--- config.mk ---
export PLATFORM = sky130hd
export DESIGN_NAME = rename_free_list_ctrl
export DESIGN_NICKNAME = d
export VERILOG_FILES = /design/src/rtl/rename_free_list_ctrl.sv
export SDC_FILE = /design/constraint.sdc
export NUM_CORES = 1
export LEC_CHECK = 0
export BUFFER_PORTS_ARGS = -buffer_cell sky130_fd_sc_hd__buf_2
export CORE_MARGIN = 2
export CORE_UTILIZATION = 35
export DETAILED_ROUTE_END_ITERATION = 12
export MAX_ROUTING_LAYER = met4
export PLACE_DENSITY = 0.57
export SLEW_MARGIN = 20
export SYNTH_ARGS = -nofsm -noshare
export SYNTH_HDL_FRONTEND = slang
export SYNTH_SLANG_ARGS = --single-unit
export TNS_END_PERCENT = 5
--- constraint.sdc ---
create_clock -name i_clk -period 3.27 [get_ports i_clk]
set_input_delay 0.1635 -clock i_clk [delete_from_list [all_inputs] [get_ports i_clk]]
set_output_delay 0.1635 -clock i_clk [all_outputs]
set_load 0.02 [all_outputs]
--- src/rtl/rename_free_list_ctrl.sv ---
// Free-list of physical register IDs for rename: circular FIFO with a sequential INIT fill.
// Optional single branch checkpoint of the head pointer is enabled by RENAME_CHECKPOINT_EN.
module rename_free_list_ctrl #(
    parameter int PHYS_REGS = 64,
    parameter int ARCH_REGS = 32,
    parameter int PREG_W    = $clog2(PHYS_REGS),
    parameter int DEPTH     = PHYS_REGS - ARCH_REGS,
    parameter int PTR_W     = $clog2(DEPTH)
) (
    input  logic              i_clk,
    input  logic              i_rst,
    input  logic              i_alloc_req,
    output logic              o_alloc_valid,
    output logic [PREG_W-1:0] o_alloc_preg,
    input  logic              i_release_valid,
    input  logic [PREG_W-1:0] i_release_preg,
    output logic [PTR_W:0]    o_free_count,
    output logic              o_ready,
    output logic              o_overflow_err
`ifdef RENAME_CHECKPOINT_EN
    ,
    input  logic              i_ckpt_save,
    input  logic              i_ckpt_restore
`endif
);

    typedef enum logic [0:0] {
        ST_INIT  = 1'b0,
        ST_READY = 1'b1
    } state_t;

    localparam logic [PTR_W:0]   PTR_ZERO  = {(PTR_W+1){1'b0}};
    localparam logic [PTR_W:0]   PTR_ONE   = {{PTR_W{1'b0}}, 1'b1};
    localparam logic [PTR_W-1:0] FILL_ZERO = {PTR_W{1'b0}};
    localparam logic [PTR_W-1:0] FILL_ONE  = {{(PTR_W-1){1'b0}}, 1'b1};
    localparam logic [PTR_W-1:0] FILL_LAST = PTR_W'(DEPTH - 1);
    localparam logic [PREG_W-1:0] PREG_BASE = PREG_W'(ARCH_REGS);
    localparam logic [PREG_W-1:0] PREG_ZERO = {PREG_W{1'b0}};

    state_t            r_state;
    state_t            w_state_nxt;
    logic [PTR_W:0]    r_head;
    logic [PTR_W:0]    r_tail;
    logic [PTR_W:0]    w_head_nxt;
    logic [PTR_W:0]    w_tail_nxt;
    logic [PTR_W-1:0]  r_fill_idx;
    logic [PTR_W-1:0]  w_fill_idx_nxt;
    logic [PREG_W-1:0] r_fifo [DEPTH];
    logic [PTR_W:0]    r_free_count;
    logic              r_ready;
    logic              r_overflow_err;
    logic              w_overflow_nxt;
    logic              w_empty;
    logic              w_full;
    logic              w_alloc_valid;
    logic              w_grant;
    logic              w_restore;
    logic [PTR_W:0]    w_ckpt_head;
    logic              w_wr_en;
    logic [PTR_W-1:0]  w_wr_idx;
    logic [PREG_W-1:0] w_wr_data;

    assign w_empty = (r_head == r_tail);
    assign w_full  = (r_head[PTR_W-1:0] == r_tail[PTR_W-1:0]) && (r_head[PTR_W] != r_tail[PTR_W]);

`ifdef RENAME_CHECKPOINT_EN
    logic [PTR_W:0] r_snapshot;

    assign w_restore   = i_ckpt_restore && (r_state == ST_READY);
    assign w_ckpt_head = r_snapshot;

    // Snapshot holds the pre-grant head; a same-cycle restore takes priority over save.
    always_ff @(posedge i_clk) begin
        if (i_rst) begin
            r_snapshot <= PTR_ZERO;
        end else if ((r_state == ST_READY) && i_ckpt_save && !i_ckpt_restore) begin
            r_snapshot <= r_head;
        end else begin
            r_snapshot <= r_snapshot;
        end
    end
`else
    assign w_restore   = 1'b0;
    assign w_ckpt_head = r_head;
`endif

    assign w_alloc_valid = (r_state == ST_READY) && !w_empty && !w_restore;
    assign w_grant       = i_alloc_req && w_alloc_valid;

    // Next-state, pointer and FIFO write-port decode.
    always_comb begin
        w_state_nxt    = r_state;
        w_head_nxt     = r_head;
        w_tail_nxt     = r_tail;
        w_fill_idx_nxt = r_fill_idx;
        w_overflow_nxt = r_overflow_err;
        w_wr_en        = 1'b0;
        w_wr_idx       = r_tail[PTR_W-1:0];
        w_wr_data      = i_release_preg;
        case (r_state)
            ST_INIT: begin
                w_wr_en        = 1'b1;
                w_wr_idx       = r_fill_idx;
                w_wr_data      = PREG_BASE + PREG_W'(r_fill_idx);
                w_tail_nxt     = r_tail + PTR_ONE;
                w_fill_idx_nxt = r_fill_idx + FILL_ONE;
                if (r_fill_idx == FILL_LAST) begin
                    w_state_nxt = ST_READY;
                end else begin
                    w_state_nxt = ST_INIT;
                end
            end
            ST_READY: begin
                if (w_restore) begin
                    w_head_nxt = w_ckpt_head;
                end else if (w_grant) begin
                    w_head_nxt = r_head + PTR_ONE;
                end else begin
                    w_head_nxt = r_head;
                end
                // Preg 0 is the hard-wired zero register and never re-enters the list.
                if (i_release_valid && (i_release_preg != PREG_ZERO)) begin
                    if (w_full) begin
                        w_overflow_nxt = 1'b1;
                    end else begin
                        w_wr_en    = 1'b1;
                        w_tail_nxt = r_tail + PTR_ONE;
                    end
                end else begin
                    w_wr_en = 1'b0;
                end
            end
            default: begin
                w_state_nxt = ST_INIT;
            end
        endcase
    end

    // State, pointers and registered status outputs.
    always_ff @(posedge i_clk) begin
        if (i_rst) begin
            r_state        <= ST_INIT;
            r_head         <= PTR_ZERO;
            r_tail         <= PTR_ZERO;
            r_fill_idx     <= FILL_ZERO;
            r_overflow_err <= 1'b0;
            r_free_count   <= PTR_ZERO;
            r_ready        <= 1'b0;
        end else begin
            r_state        <= w_state_nxt;
            r_head         <= w_head_nxt;
            r_tail         <= w_tail_nxt;
            r_fill_idx     <= w_fill_idx_nxt;
            r_overflow_err <= w_overflow_nxt;
            r_free_count   <= w_tail_nxt - w_head_nxt;
            r_ready        <= (w_state_nxt == ST_READY);
        end
    end

    // FIFO storage; contents are fully rewritten by INIT after every reset.
    always_ff @(posedge i_clk) begin
        if (w_wr_en) begin
            r_fifo[w_wr_idx] <= w_wr_data;
        end
    end

    assign o_alloc_valid  = w_alloc_valid;
    assign o_alloc_preg   = r_fifo[r_head[PTR_W-1:0]];
    assign o_free_count   = r_free_count;
    assign o_ready        = r_ready;
    assign o_overflow_err = r_overflow_err;

endmodule

==> flow_summary.ini, run 1 <==
[cts]
cts_buffer_depth = 3
cts.clk_slew.worst_paths_ns = 0.06
htree_levels = 1
hold_buffers = 0
cts.sinks = 217
worstSkewPairLatency_ns = 0.53
cts_made_buffers = 24
cts_tree = yes
root_buffer = clkbuf_16

[synth]
ys.flop_type = edfxtp_1
ys_seq_area_share_pct = 70.1
synth_fp_nets = 521
ys_ff_latch = 217
synth-edff-count = 192
synth_area_mm2 = 0.00894
async_reset_ff_share_pct = 0
syn_inst = 501
synth_cell_types = 44
avgSynthCellArea_um2 = 17.8
yosysWarnings = 0

[drt]
drc = 0
num_vias = 4609
wl_per_cell_um = 21.6
totalWireLength_um = 19200
via_per_inst = 5.19
drt-initial-drc-count = 536
detail-route-antenna-nets = 0
drt-pass1-iter-count = 5

[power_and_ir_drop]
ir_drop_uv = 346
p_per_area_mw_per_mm2 = 588
pwr-share-comb_pct = 4.3
power_mw = 6.08
power_leakage_nw = 3.35
swShare_pct = 20.8
p_clk_share_pct = 45.3
internal_power_mw = 4.81
seqPwrFrac_pct = 50.5
switching_power_mw = 1.27

[cells_and_area]
syn_to_final_growth_pct = 15.7
mostFrequentLayoutCell = edfxtp_1
mostFrequentLayoutCells = edfxtp_1 (192), mux4_2 (60), nor2_1 (58)
final_cell_area_mm2 = 0.0103
final_util_pct = 41.2
drive_gt1_share_pct = 27.2
nNetsFinal = 560
antenna_cells = 0

[timing]
period_share_pct = 95.5
fmax_mhz = 320
hold_viol = 0
tns_ns = 0
fin_hold_ws_ns = 0.0838
maxSlewViolCount = 0
finalCriticalPeriod_ns = 3.12
setup_viol = 0
skew_ns = 0.0201
max_slew_margin_pct = 46.6
grt_setup_unrepaired = no
tightest_slew_ns = 0.801

[placed_design]
place_area_mm2 = 0.00950
port_buffers = 24
gp_congestion = 0.797
dp_hpwl_um = 12000

[job]
drv_cap = 0

[floorplan]
pin_count = 25
rows = 58
die_h_um = 164
die_w_um = 164
start_util_pct = 35.6
dieArea_mm2 = 0.0268
coreArea_mm2 = 0.0251

[setup_path]
path_class = reg -> out
start_kind = flip-flop
worstPathMaxFanout = 52
crit_required_ns = 3.11
critPathCaptureType = primary output
crit_arrival_ns = 2.96

[hold_path]
hold_path.class = in -> reg

[status]
status = complete, no violations

[global_route]
gr-usage-all-layers_pct = 15.0
grt_pass1_vias = 4775
grt_pass1_wl_um = 29200
antenna_found_initial = 0
grt_max_degree = 53
gr-total-overflow = 0
[flip-flops by register name (all words and copies together) (netlist names), named ones only]
name / count
o_ready: 1
o_overflow_err: 1
r_fill_idx: 5
r_tail: 6
r_head: 5
o_free_count: 6
r_fifo: 192
[cell type report]
| type | count | area, um2 |
|---|---|---|
| clock buffer | 27 | 612 |
| sequential | 217 | 6270 |
| tap | 330 | 413 |
| fill | 2273 | 14800 |
| timing repair buffer | 40 | 253 |
| multi-input combinational | 250 | 2560 |
| inverter | 7 | 26.3 |
| clock inverter | 17 | 211 |
[worst paths after layout]
kind / startpoint / endpoint / slack, ns / cells past startpoint
setup / recovery: r_head[1]$_SDFF_PP0_ / o_alloc_preg[1] / 0.15 / 5
hold / removal: i_rst / o_overflow_err$_SDFFE_PP0P_ / 0.08 / 2
hold reg to reg: o_overflow_err$_SDFFE_PP0P_ / o_overflow_err$_SDFFE_PP0P_ / 0.48 / 2
setup reg to reg: r_tail[3]$_SDFF_PP0_ / o_free_count[5]$_SDFF_PP0_ / 0.26 / 12
[timing repair]
item                       in CTS  in global routing
hold endpoints to repair        0                  0
setup endpoints to repair       0                  2
resized for setup               0                  3
setup buffers                   0                  0
[critical path, stage by stage, from the launching register on]
cell and delay, ns:
dfxtp_2 0.33, buf_4 0.59, mux4_2 0.46, mux4_2 0.51
mux2_2 0.29, buf_2 0.16
[through the flow]
stage	instances	setup slack, ns
final	888	0.148
after global routing	888	0.0150
after CTS	888	0.0523
after detailed placement	844	0.103
after global placement	844	0.214
after floorplan	501	0.360
[power by group through the flow]
stage	Sequential [mW]	Clock, mW	Combinational (mW)
4_1_cts	3.07	2.81	0.259
3_5_place_dp	3.13	0	0.258
5_1_grt	3.07	2.94	0.281
2_1_floorplan	3.13	0	0.148
6_report	3.07	2.75	0.260
3_3_place_gp	3.12	0	0.251
[logic make-up (layout without fill, tap and decap cells)]
group,Yosys count,count (layout),share of synthesized area (%)
AOI/OAI and AO/OA,29,29,2.45
xor gates and xnor gates,19,19,2.02
adders and majority gates,10,10,1.48
buffers and inverters,34,91,1.53
DFF,217,217,70.1
muxes,71,71,16.5
and+or+nand+nor,121,121,5.96
[synthesized netlist by cell type, drive strengths merged, types with 3 or more instances]
library cell | n | area, um2
edfxtp | 192 | 5770
mux4 | 60 | 1350
nor2 | 58 | 218
nand2 | 28 | 105
dfxtp | 25 | 500
clkbuf | 18 | 67.6
xnor2 | 11 | 96.3
nor2b | 10 | 62.6
buf | 9 | 42.5
ha | 9 | 113
mux2 | 8 | 90.1
nand3 | 8 | 40.0
inv | 7 | 26.3
xor2 | 7 | 61.3
o21ai | 6 | 30.0
nand2b | 5 | 31.3
a21oi | 4 | 20.0
mux2i | 3 | 30.0
nand4 | 3 | 18.8
nor3 | 3 | 15.0
[routing by layer]
layer  global-route usage (%)  part of all wire [%]  vias up
met4                     3.75                   2.3        0
met2                     24.1                    49      137
met5                        -                     0        -
met3                     2.98                   5.5       37
li1                         -                     -     2046
met1                     19.8                    43     2389
Power figures use the tool's default switching activity.
==> run 2, diff against run 1 <==
--- a/config.mk
+++ b/config.mk
@@ -5,12 +5,14 @@
 export SDC_FILE = /design/constraint.sdc
 export NUM_CORES = 1
 export LEC_CHECK = 0
+export ABC_AREA = 1
 export BUFFER_PORTS_ARGS = -buffer_cell sky130_fd_sc_hd__buf_2
 export CORE_MARGIN = 2
 export CORE_UTILIZATION = 35
 export DETAILED_ROUTE_END_ITERATION = 12
 export MAX_ROUTING_LAYER = met4
 export PLACE_DENSITY = 0.57
+export RECOVER_POWER = 100
 export SLEW_MARGIN = 20
 export SYNTH_ARGS = -nofsm -noshare
 export SYNTH_HDL_FRONTEND = slang
==> flow_summary.ini, run 2 <==
[synth]
synth.top_cell.area_share_pct = 62.7
avgSynthCellArea_um2 = 11.3
ys_top_cells_by_count = edfxtp_1 (192), nor2_1 (176), o21ai_0 (112)
synthTopCellsByArea = edfxtp_1 (63%), nor2_1 (7.2%), o21ai_0 (6.1%)
synthXorXnorAreaFrac_pct = 0.653
synth-adder-area-share_pct = 1.44
synth_top_area_cell = edfxtp_1
muxShareOfSynthArea_pct = 0
synth_area_mm2 = 0.00920
ys.flop_type = edfxtp_1
synth.most_common_cell = edfxtp_1
yosysWarnings = 0
synth-simple-area-share_pct = 13.9
synth_fp_nets = 831
synth-edff-count = 192
ys_seq_area_share_pct = 68.1
async_reset_ff_share_pct = 0
synth_cell_types = 39
synth_top_family_by_area = simple AND/OR/NAND/NOR gates
ys_ff_latch = 217
synth_compound_area_share_pct = 11.9
syn_inst = 811

[cells_and_area]
mostFrequentLayoutCells = edfxtp_1 (192), nor2_1 (179), o21ai_0 (112)
antenna_cells = 0
drive_gt1_share_pct = 8.71
nNetsFinal = 854
syn_to_final_growth_pct = 12.4
mostFrequentLayoutCell = edfxtp_1
largest_register = r_fifo
largest_reg_flops = 192
n_fill_cell = 2453

[floorplan]
start_util_pct = 35.5
coreArea_mm2 = 0.0259
pin_count = 25
die_h_um = 166
rows = 59
die_w_um = 166
dieArea_mm2 = 0.0276

[setup_path]
worst-path-buf-inv = 2
start_kind = flip-flop
crit_slowest_cell = buf_4
crit_chain = buf_4 > o21ai_0 > o211ai_1 > a31oi_1 > a31oi_1 > clkbuf_1
critPathCaptureType = primary output
critPathMaxStageDelay_ns = 0.61
critPathTopFamily = compound AO/OA/AOI/OAI gates
worstPathMaxFanout = 68
path_common_cell = a31oi_1
crit_arrival_ns = 2.83
path_class = reg -> out
crit_required_ns = 3.11

[timing]
grt_setup_unrepaired = no
tns_ns = 0
maxSlewViolCount = 198
tightest_slew_ns = 1.69
hold_viol = 0
finalCriticalPeriod_ns = 3.00
setup_viol = 0
period_share_pct = 91.7
skew_ns = 0.0180
max_slew_margin_pct = -12.8
fin_ws_ns = 0.272
fin_hold_ws_ns = 0.0404
fmax_mhz = 334

[cts]
postCtsSetupRepairBufs = 0
cts.clk_slew.worst_paths_ns = 0.06
cts_made_buffers = 24
cts_tree = yes
root_buffer = clkbuf_16
cts_resized = 0
cts_buffer_depth = 3
worstSkewPairLatency_ns = 0.52
htree_levels = 1
hold_buffers = 0
cts.sinks = 217

[status]
violations = capacitance limit, slew limit
status = complete, but fails checks

[global_route]
grt_max_degree = 97
top_usage_layer = met2
grt_pass1_vias = 5944
use_met3_pct = 2.74
gr-usage-all-layers_pct = 16.6
gr-total-overflow = 0
grt.met1_usage_pct = 22.9
gr-usage-met2_pct = 25.3
antenna_found_initial = 0
grt_pass1_wl_um = 34600

[drt]
totalWireLength_um = 22400
detail-route-antenna-nets = 0
drc = 0
drt-pass1-iter-count = 5
via_per_inst = 5.14
drt-initial-drc-count = 499
num_vias = 6094
wl_per_cell_um = 18.9

[power_and_ir_drop]
p_per_area_mw_per_mm2 = 566
power_mw = 5.85
ir_drop_uv = 284
power_leakage_nw = 3.58

[placed_design]
dpl_worst_slack_ns = 0.609
dp_hpwl_um = 13300
gp_congestion = 0.815
port_buffers = 24

[job]
drv_cap = 6

[hold_path]
hold_path.class = in -> reg
## run 2: power breakdown
part           total, mW  internal [mW]  switching [mW]
Sequential          3.07           3.05          0.0132
Combinational      0.234         0.0603           0.174
Clock               2.55           1.50            1.05
## run 2: layer usage
metal  up-vias  wire length (um)
met4         0               489
met3        32              1260
met2       184             10200
met5         -                 0
li1       2935                 -
met1      2943             10500
## run 2: area by class of cell
type                    count  area [um2]  share of cell area (%)
inverters                  45         169                    1.63
clock buffers              30         623                    6.03
well taps                 335         419                    4.05
clock inverters            12         115                    1.11
flip-flops and latches    217        6270                    60.6
repair buffers             41         226                    2.19
multi-input cells         505        2520                    24.4
## run 2: cell families after synthesis
kind of cell / Yosys count
flops: 217
fa+ha+maj: 10
buf+inv: 89
compound gates: 194
xor+xnor: 6
simple gates: 295
## run 2: metrics by stage
stage / util [%] / instances / cell area [um2]
floorplan: - / 811 / 9200
global placement: 37.5 / 1143 / 9710
detailed placement: 37.5 / 1143 / 9710
CTS: 40.3 / 1185 / 10400
global route: 39.9 / 1185 / 10300
finish: 39.9 / 1185 / 10300
## run 2: final timing paths
kind | from | end | slack [ns] | cells past startpoint
min | i_rst | r_tail[1]$_SDFF_PP0_ | 0.04 | 2
min reg2reg | o_overflow_err$_SDFFE_PP0P_ | o_overflow_err$_SDFFE_PP0P_ | 0.49 | 1
max | r_head[0]$_SDFF_PP0_ | o_alloc_preg[3] | 0.27 | 6
max reg2reg | r_head[3]$_SDFF_PP0_ | o_free_count[5]$_SDFF_PP0_ | 0.37 | 17
